<file path="src/rtl/pipe_pkg.sv">
// Shared types and widths for the EX/MEM pipeline register and data-memory access path.
package pipe_pkg;

    localparam int DATA_W = 32;
    localparam int RN_W   = 5;
    localparam int TO_W   = 8;

    typedef enum logic {
        IDLE = 1'b0,
        BUSY = 1'b1
    } state_t;

endpackage

</file>
<file path="src/rtl/mem_timeout_cnt.sv">
// Watchdog counter for a data-memory access: cleared on BUSY entry, counts unacked BUSY cycles.
module mem_timeout_cnt
    import pipe_pkg::*;
(
    input  logic            clock,
    input  logic            resetn,
    input  logic            clr,
    input  logic            en,
    input  logic [TO_W-1:0] limit,
    output logic            expire
);

    logic [TO_W-1:0] cnt;

    // NOTE: sequential state uses non-blocking assignments so every flop samples pre-edge values.
    always_ff @(posedge clock or negedge resetn) begin
        if (!resetn) begin
            cnt <= '0;
        end else if (clr) begin
            cnt <= '0;
        end else if (en) begin
            cnt <= cnt + 1'b1;
        end
    end

    // Fires on the cycle whose edge would bring the count up to the limit.
    assign expire = en && (({1'b0, cnt} + 9'd1) == {1'b0, limit});

endmodule

</file>
<file path="src/rtl/pipe_mem_access.sv">
// EX/MEM pipeline register plus request/acknowledge data-memory controller.
// Optional watchdog timeout enabled by defining PIPE_MEM_TIMEOUT_EN.
module pipe_mem_access
    import pipe_pkg::*;
#(
    parameter int TO_CYCLES = 16
) (
    input  logic              clock,
    input  logic              resetn,
    input  logic              ewreg,
    input  logic              em2reg,
    input  logic              ewmem,
    input  logic [DATA_W-1:0] ealu,
    input  logic [DATA_W-1:0] eb,
    input  logic [RN_W-1:0]   ern,
    output logic              mwreg,
    output logic              mm2reg,
    output logic [DATA_W-1:0] malu,
    output logic [DATA_W-1:0] mmo,
    output logic [RN_W-1:0]   mrn,
    output logic              mem_stall,
    output logic              dmem_req,
    output logic              dmem_we,
    output logic [DATA_W-1:0] dmem_addr,
    output logic [DATA_W-1:0] dmem_wdata,
    input  logic [DATA_W-1:0] dmem_rdata,
    input  logic              dmem_ack,
    output logic              mem_err
);

    state_t            state, state_nxt;
    logic              mwreg_q, mm2reg_q, mwmem_q;
    logic [DATA_W-1:0] eb_q, mmo_q;
    logic              busy, mem_op, capture, load_done, to_expire;

    assign busy      = (state == BUSY);
    assign mem_op    = em2reg | ewmem;
    assign capture   = ~mem_stall;
    assign load_done = busy & dmem_ack & mm2reg_q;

`ifdef PIPE_MEM_TIMEOUT_EN
    localparam logic [TO_W-1:0] TO_LIMIT = TO_W'(TO_CYCLES);
    logic mem_err_q;

    mem_timeout_cnt u_timeout (
        .clock  (clock),
        .resetn (resetn),
        .clr    (capture & mem_op),
        .en     (busy & ~dmem_ack),
        .limit  (TO_LIMIT),
        .expire (to_expire)
    );

    always_ff @(posedge clock or negedge resetn) begin
        if (!resetn) begin
            mem_err_q <= 1'b0;
        end else if (to_expire) begin
            mem_err_q <= 1'b1;
        end
    end

    assign mem_err = mem_err_q;
`else
    localparam int unused_to_cycles = TO_CYCLES;
    assign to_expire = 1'b0;
    assign mem_err   = 1'b0;
`endif

    always_ff @(posedge clock or negedge resetn) begin
        if (!resetn) begin
            state <= IDLE;
        end else begin
            state <= state_nxt;
        end
    end

    // A new memory op captured on the ack edge keeps the port busy with no idle gap.
    always_comb begin
        // NOTE: default first so every path assigns state_nxt and no latch is inferred.
        state_nxt = state;
        case (state)
            IDLE: if (capture && mem_op) state_nxt = BUSY;
            BUSY: begin
                if (dmem_ack)       state_nxt = mem_op ? BUSY : IDLE;
                else if (to_expire) state_nxt = IDLE;
            end
            default: state_nxt = IDLE;
        endcase
    end

    // NOTE: every pipeline flop is reset; there is no array storage here to exempt.
    always_ff @(posedge clock or negedge resetn) begin
        if (!resetn) begin
            mwreg_q  <= 1'b0;
            mm2reg_q <= 1'b0;
            mwmem_q  <= 1'b0;
            malu     <= '0;
            mrn      <= '0;
            eb_q     <= '0;
            mmo_q    <= '0;
        end else begin
            if (capture) begin
                mwreg_q  <= ewreg;
                mm2reg_q <= em2reg;
                mwmem_q  <= ewmem;
                malu     <= ealu;
                mrn      <= ern;
                eb_q     <= eb;
            end else if (to_expire) begin
                mwreg_q  <= 1'b0;
            end
            if (load_done) begin
                mmo_q <= dmem_rdata;
            end
        end
    end

    always_comb begin
        mem_stall  = busy & ~dmem_ack;
        dmem_req   = busy;
        dmem_we    = mwmem_q;
        dmem_addr  = malu;
        dmem_wdata = eb_q;
        mm2reg     = mm2reg_q;
        mwreg      = mwreg_q & ~mem_stall;
        mmo        = load_done ? dmem_rdata : mmo_q;
    end

endmodule

</file>
<file path="config.mk">
export PLATFORM = sky130hd
export DESIGN_NAME = pipe_mem_access
export DESIGN_NICKNAME = d
export VERILOG_FILES = /design/src/rtl/pipe_pkg.sv /design/src/rtl/mem_timeout_cnt.sv /design/src/rtl/pipe_mem_access.sv
export SDC_FILE = /design/constraint.sdc
export NUM_CORES = 1
export LEC_CHECK = 0
export BUFFER_PORTS_ARGS = -buffer_cell sky130_fd_sc_hd__buf_4
export CAP_MARGIN = 20
export CORE_AREA = 2 2 98 100
export CTS_CLUSTER_DIAMETER = 80
export CTS_CLUSTER_SIZE = 30
export DETAILED_ROUTE_END_ITERATION = 8
export DIE_AREA = 0 0 100 102
export PLACE_DENSITY = 0.83
export SLEW_MARGIN = 20
export SYNTH_ARGS = -nofsm -noshare
export SYNTH_HDL_FRONTEND = slang
export SYNTH_SLANG_ARGS = --single-unit
</file>
<file path="constraint.sdc">
create_clock -name clock -period 1.95 [get_ports clock]
set_input_delay 0.2925 -clock clock [delete_from_list [all_inputs] [get_ports clock]]
set_output_delay 0.2925 -clock clock [all_outputs]
set_load 0.05 [all_outputs]
</file>
==> flow_summary_export.csv, run 1 <==
group,metric,value,unit
setup_path,cp-start-kind,"register",
sta,max_freq,520,MHz
setup_path,critPathCaptureType,"primary output",
floorplan,die_y,102,um
floorplan,rows,35,
layout,layout.nets,589,
global_route,grt_pass1_wl,15200,um
logic_synthesis,synth-seq-area-share,0.631,
global_route,grt_usage,0.196,
clock_network,root_buffer,"clkbuf_8",
drt,firstDrtPassIters,4,
logic_synthesis,syn_inst,258,
floorplan,start_util,0.457,
logic_synthesis,syn_area,4160,um2
floorplan,die_x,100,um
sta,fin_tns_setup,0,ns
clock_network,cts_inserted_buffers,9,
clock_network,htreeDepth,3,
clock_network,clockBufferDepth,2,
placed_design,io_buffers,244,
clock_network,clock_sink_count,105,
clock_network,cts_tree,"done",
logic_synthesis,avgSynthCellArea,16.1,um2
drt,drt_iter0_drc,37,
placed_design,place_ws,0.305,ns
setup_path,slowest_delay,0.43,ns
drt,wire_per_inst,17.0,um
logic_synthesis,synth.distinct_cells,10,
drt,via_count,2853,
logic_synthesis,ys_seq_elements,105,
layout,drive_gt1_frac,0.677,
setup_path,cp_data_required_time,1.66,ns
placed_design,hpwlAfterDp,7560,um
setup_path,arrival,1.63,ns
floorplan,fp.coreArea,9110,um2
sta,finalHoldViolCount,0,
global_route,grt_pass1_vias,2991,
power_and_ir_drop,ir_drop,676,uV
logic_synthesis,synth_warnings,0,
drt,drt-total-wl,10200,um
layout,final_common_cell,"buf_4",
layout,n_antenna_cell,0,
min_path,min_path_type,"primary input to register",
drt,ant_nets,0,
sta,clock_skew,0.00832,ns
power_and_ir_drop,powerDensity,1080,nW/um2
sta,rsz0062_at_grt,"yes",
global_route,grt_max_degree,56,
job,cap_violations,0,
floorplan,dieArea,10200,um2
layout,post-route-util,0.696,
status,status,"completed",
layout,area_growth,52.2,%
global_route,overflow,0,
logic_synthesis,synthesis.nets,365,
clock_network,worstSkewPairLatency,0.34,ns
sta,setup_ws,0.0254,ns
floorplan,pin_count,246,
setup_path,crit_type,"register to primary output",
drt,remaining_drc_errors,0,
setup_path,path_max_fanout,16,
clock_network,path_clk_slew,0.09,ns
setup_path,critPathSlowestCell,"dfrtp_1",
sta,period_share,0.987,
setup_path,path_cells,"nand3_4 > buf_12 > mux2_2 > buf_6",
sta,finalSetupViolCount,0,
layout,final_cell_mix,"218 x buf_4, 105 x dfrtp_1, 49 x mux2_2, 47 x mux2_1, 32 x buf_6",
power_and_ir_drop,p_leak,0.00310,uW
global_route,antenna_found_initial,0,
layout,fillers,637,
drt,viasPerCell,4.78,
sta,min_period,1.92,ns
placed_design,gp_congestion,0.760,
sta,maxSlewViolCount,0,
kinds of logic (layout without fill, tap and decap cells):
family / Yosys count / count (layout) / synth area share
flip-flops: 105 / 105 / 0.631
buffers and inverters: 44 / 272 / 0.0809
AND/OR/NAND/NOR: 4 / 4 / 0.00571
other: 1 / 1 / 0.000901
multiplexers: 104 / 104 / 0.281
report_power, final:
part / leakage (uW) / switching, uW / internal [uW] / total [uW]
Clock: 0.0000860 / 686 / 593 / 1280
Combinational: 0.00179 / 1880 / 1040 / 2920
Sequential: 0.00122 / 147 / 2490 / 2630
layer usage:
layer,routed length (um),track usage,up-vias
met5,0,0,-
met4,250,0.0769,0
met3,860,0.0643,21
met2,5580,0.366,152
met1,3470,0.204,1386
li1,-,-,1294
per-stage QoR:
stage	std cells	cell area [um2]	total power (uW)	hold slack [ns]
6_report	597	6340	6830	0.149
3_3_place_gp	577	5930	5380	0.319
4_1_cts	597	6310	6890	0.122
2_1_floorplan	258	4170	4570	-0.00309
3_5_place_dp	577	5930	5430	0.322
5_1_grt	597	6340	7140	0.122
worst max-delay path: cells and delay by family (launching register included):
family,cells,cell delay (ns)
buf+inv,2,0.33
mux,1,0.37
simple gates,1,0.15
flops,1,0.43
sequential cells by signal, summed over array words and instances (netlist names):
| signal | count |
|---|---|
| mrn | 5 |
| mwreg_q | 1 |
| dmem_addr | 32 |
| dmem_req | 1 |
| mm2reg | 1 |
| dmem_we | 1 |
| mmo_q | 32 |
| dmem_wdata | 32 |
synthesized netlist by cell type (all sizes together):
master / number / area [um2]
buf: 44 / 337
conb: 1 / 3.75
dfrtp: 105 / 2630
mux2: 104 / 1170
nand3: 1 / 5.00
nor2b: 2 / 12.5
or3: 1 / 6.26
what timing repair did:
| action | 4_1_cts | 5_1_grt |
|---|---|---|
| endpoints found under the setup margin | 32 | 32 |
| buffers inserted | 3 | 0 |
| hold endpoints to repair | 105 | 0 |
| pin swaps | 1 | 0 |
| resized for setup | 36 | 9 |
| gates cloned | 1 | 0 |
| hold buffers | 1 | 0 |
cell type report:
| type | instances | area [um2] | share of cell area |
|---|---|---|---|
| clock buffer | 11 | 131 | 0.0207 |
| clock inverter | 4 | 53.8 | 0.00849 |
| multi-input combinational | 109 | 1250 | 0.197 |
| sequential | 105 | 2630 | 0.415 |
| tap | 111 | 139 | 0.0219 |
| timing repair buffer | 257 | 2130 | 0.337 |
final timing paths:
path,start,end,slack (ns),cells past startpoint
max,mm2reg,mmo[6],0.03,4
max in group asynchronous,resetn,dmem_wdata[7],1.21,3
max reg2reg,dmem_req,dmem_addr[3],0.30,5
min in group asynchronous,resetn,dmem_wdata[26],0.46,3
min reg2reg,dmem_wdata[30],dmem_wdata[30],0.50,1
min,em2reg,dmem_req,0.15,2
Note: power is estimated with default switching activity, not from simulation.
==> inputs of run 2 (changes only) <==
--- a/config.mk
+++ b/config.mk
@@ -7,12 +7,13 @@
 export LEC_CHECK = 0
 export BUFFER_PORTS_ARGS = -buffer_cell sky130_fd_sc_hd__buf_4
 export CAP_MARGIN = 20
-export CORE_AREA = 2 2 98 100
+export CORE_AREA = 2 2 107 109
 export CTS_CLUSTER_DIAMETER = 80
 export CTS_CLUSTER_SIZE = 30
 export DETAILED_ROUTE_END_ITERATION = 8
-export DIE_AREA = 0 0 100 102
-export PLACE_DENSITY = 0.83
+export DIE_AREA = 0 0 109 111
+export PLACE_DENSITY = 0.74
+export REMOVE_ABC_BUFFERS = 1
 export SLEW_MARGIN = 20
 export SYNTH_ARGS = -nofsm -noshare
 export SYNTH_HDL_FRONTEND = slang
==> constraint.sdc (replaced) <==
create_clock -name clock -period 1.6 [get_ports clock]
set_input_delay 0.24 -clock clock [delete_from_list [all_inputs] [get_ports clock]]
set_output_delay 0.24 -clock clock [all_outputs]
set_load 0.05 [all_outputs]
==> flow_summary_export.csv, run 2 (synthesis results as in run 1) <==
group,metric,value,unit
status,status,"finished, violations left",
status,violations,"setup timing",
drt,drt-total-wl,12100,um
clock_network,cts_tree,"done",
power_and_ir_drop,p_leak,0.00349,uW
floorplan,die_y,111,um
sta,min_period,1.87,ns
clock_network,clockBufferDepth,2,
global_route,grt_pass1_vias,3168,
layout,n_antenna_cell,0,
min_path,min_path_type,"primary input to register",
job,cap_violations,0,
drt,drt_iter0_drc,111,
global_route,overflow,0,
floorplan,fp.coreArea,11100,um2
sta,tightest_slew,0.604,ns
sta,clock_skew,0.00664,ns
layout,drive_gt1_frac,0.719,
layout,fillers,810,
drt,viasPerCell,4.69,
setup_path,cp_data_required_time,1.36,ns
layout,final_cell_mix,"215 x buf_4, 105 x dfrtp_1, 42 x mux2_4, 33 x mux2_1",
global_route,grt_usage,0.178,
power_and_ir_drop,finalPower,9420,uW
placed_design,place_ws,0.0569,ns
sta,rsz0062_at_grt,"yes",
setup_path,critPathCaptureType,"primary output",
min_path,min_path_cells,2,
global_route,grt_pass1_wl,16200,um
setup_path,crit_type,"register to primary output",
clock_network,worstSkewPairLatency,0.34,ns
power_and_ir_drop,powerDensity,1340,nW/um2
global_route,antenna_found_initial,0,
floorplan,dieArea,12100,um2
setup_path,arrival,1.63,ns
floorplan,die_x,109,um
sta,period_share,1.17,
clock_network,htreeDepth,3,
placed_design,dp_cells,607,
clock_network,root_buffer,"clkbuf_16",
floorplan,start_util,0.376,
power_and_ir_drop,ir_drop,679,uV
sta,maxSlewViolCount,0,
drt,remaining_drc_errors,0,
setup_path,cp-start-kind,"register",
floorplan,pin_count,246,
layout,fin_cells,645,
sta,max_freq,534,MHz
sta,setup_ws,-0.271,ns
drt,ant_nets,0,
setup_path,ff2ff_path_depth,7,
clock_network,clock_sink_count,105,
layout,multiInputGateArea,1380,um2
drt,via_count,3026,
drt,wire_per_inst,18.8,um
sta,finalSetupViolCount,85,
layout,layout.nets,604,
placed_design,hpwlAfterDp,7230,um
layout,final_common_cell,"buf_4",
setup_path,path_max_fanout,8,
floorplan,rows,39,
sta,max_slew_margin,0.597,
layout,register_area,2630,um2
drt,firstDrtPassIters,4,
sta,finalHoldViolCount,0,
placed_design,io_buffers,244,
clock_network,cts_inserted_buffers,9,
placed_design,gp_congestion,0.729,
clock_network,path_clk_slew,0.07,ns
layout,area_growth,68.2,%
global_route,grt_max_degree,106,
[run 2: repair_timing]
action,CTS,global route
buffers inserted,7,4
hold buffers,1,0
endpoints found under the hold margin,55,0
setup endpoints to repair,34,91
gates cloned,2,8
pin swaps,0,1
gates resized for setup,54,54
[run 2: layout make-up]
cell class | count | area share
tap | 143 | 0.0255
sequential | 105 | 0.375
clock buffer | 12 | 0.0381
timing repair buffer | 272 | 0.356
multi-input combinational | 109 | 0.198
clock inverter | 4 | 0.00715
[run 2: per-stage QoR]
step | util | instance area [um2] | hold slack, ns | TNS (ns)
after floorplan | - | 3830 | -0.0556 | -327.05
after global placement | 0.536 | 5940 | 0.352 | 0
after detailed placement | 0.536 | 5940 | 0.363 | 0
after CTS | 0.594 | 6580 | 0.0934 | -8.24
after global routing | 0.632 | 7000 | 0.0975 | -15.09
final | 0.632 | 7000 | 0.104 | -9.98
[run 2: final timing paths]
kind | from | endpoint | slack (ns)
setup / recovery | dmem_req | mmo[23] | -0.27
hold / removal | ealu[19] | dmem_addr[19] | 0.10
setup reg to reg | dmem_req | mm2reg | -0.07
hold reg to reg | dmem_wdata[25] | dmem_wdata[25] | 0.50
max in group asynchronous | resetn | dmem_addr[7] | 0.62
min in group asynchronous | resetn | dmem_wdata[13] | 0.47
[run 2: power by group]
part | total [uW] | switching, uW | internal (uW)
registers | 3230 | 199 | 3030
logic | 3890 | 2380 | 1510
clock network | 2290 | 955 | 1340
[run 2: worst max-delay path, cell delays in order (launching register included)]
cell and delay [ns]:
dfrtp_1 0.41, nand3_4 0.18, clkbuf_16 0.21, mux2_4 0.33
buf_6 0.16
[run 2: routing by layer]
layer | vias up | global-route usage | wire, um
met4 | 0 | 0.0906 | 309
met3 | 24 | 0.0447 | 768
li1 | 1335 | - | -
met1 | 1535 | 0.198 | 4630
met5 | - | 0 | 0
met2 | 132 | 0.310 | 6400
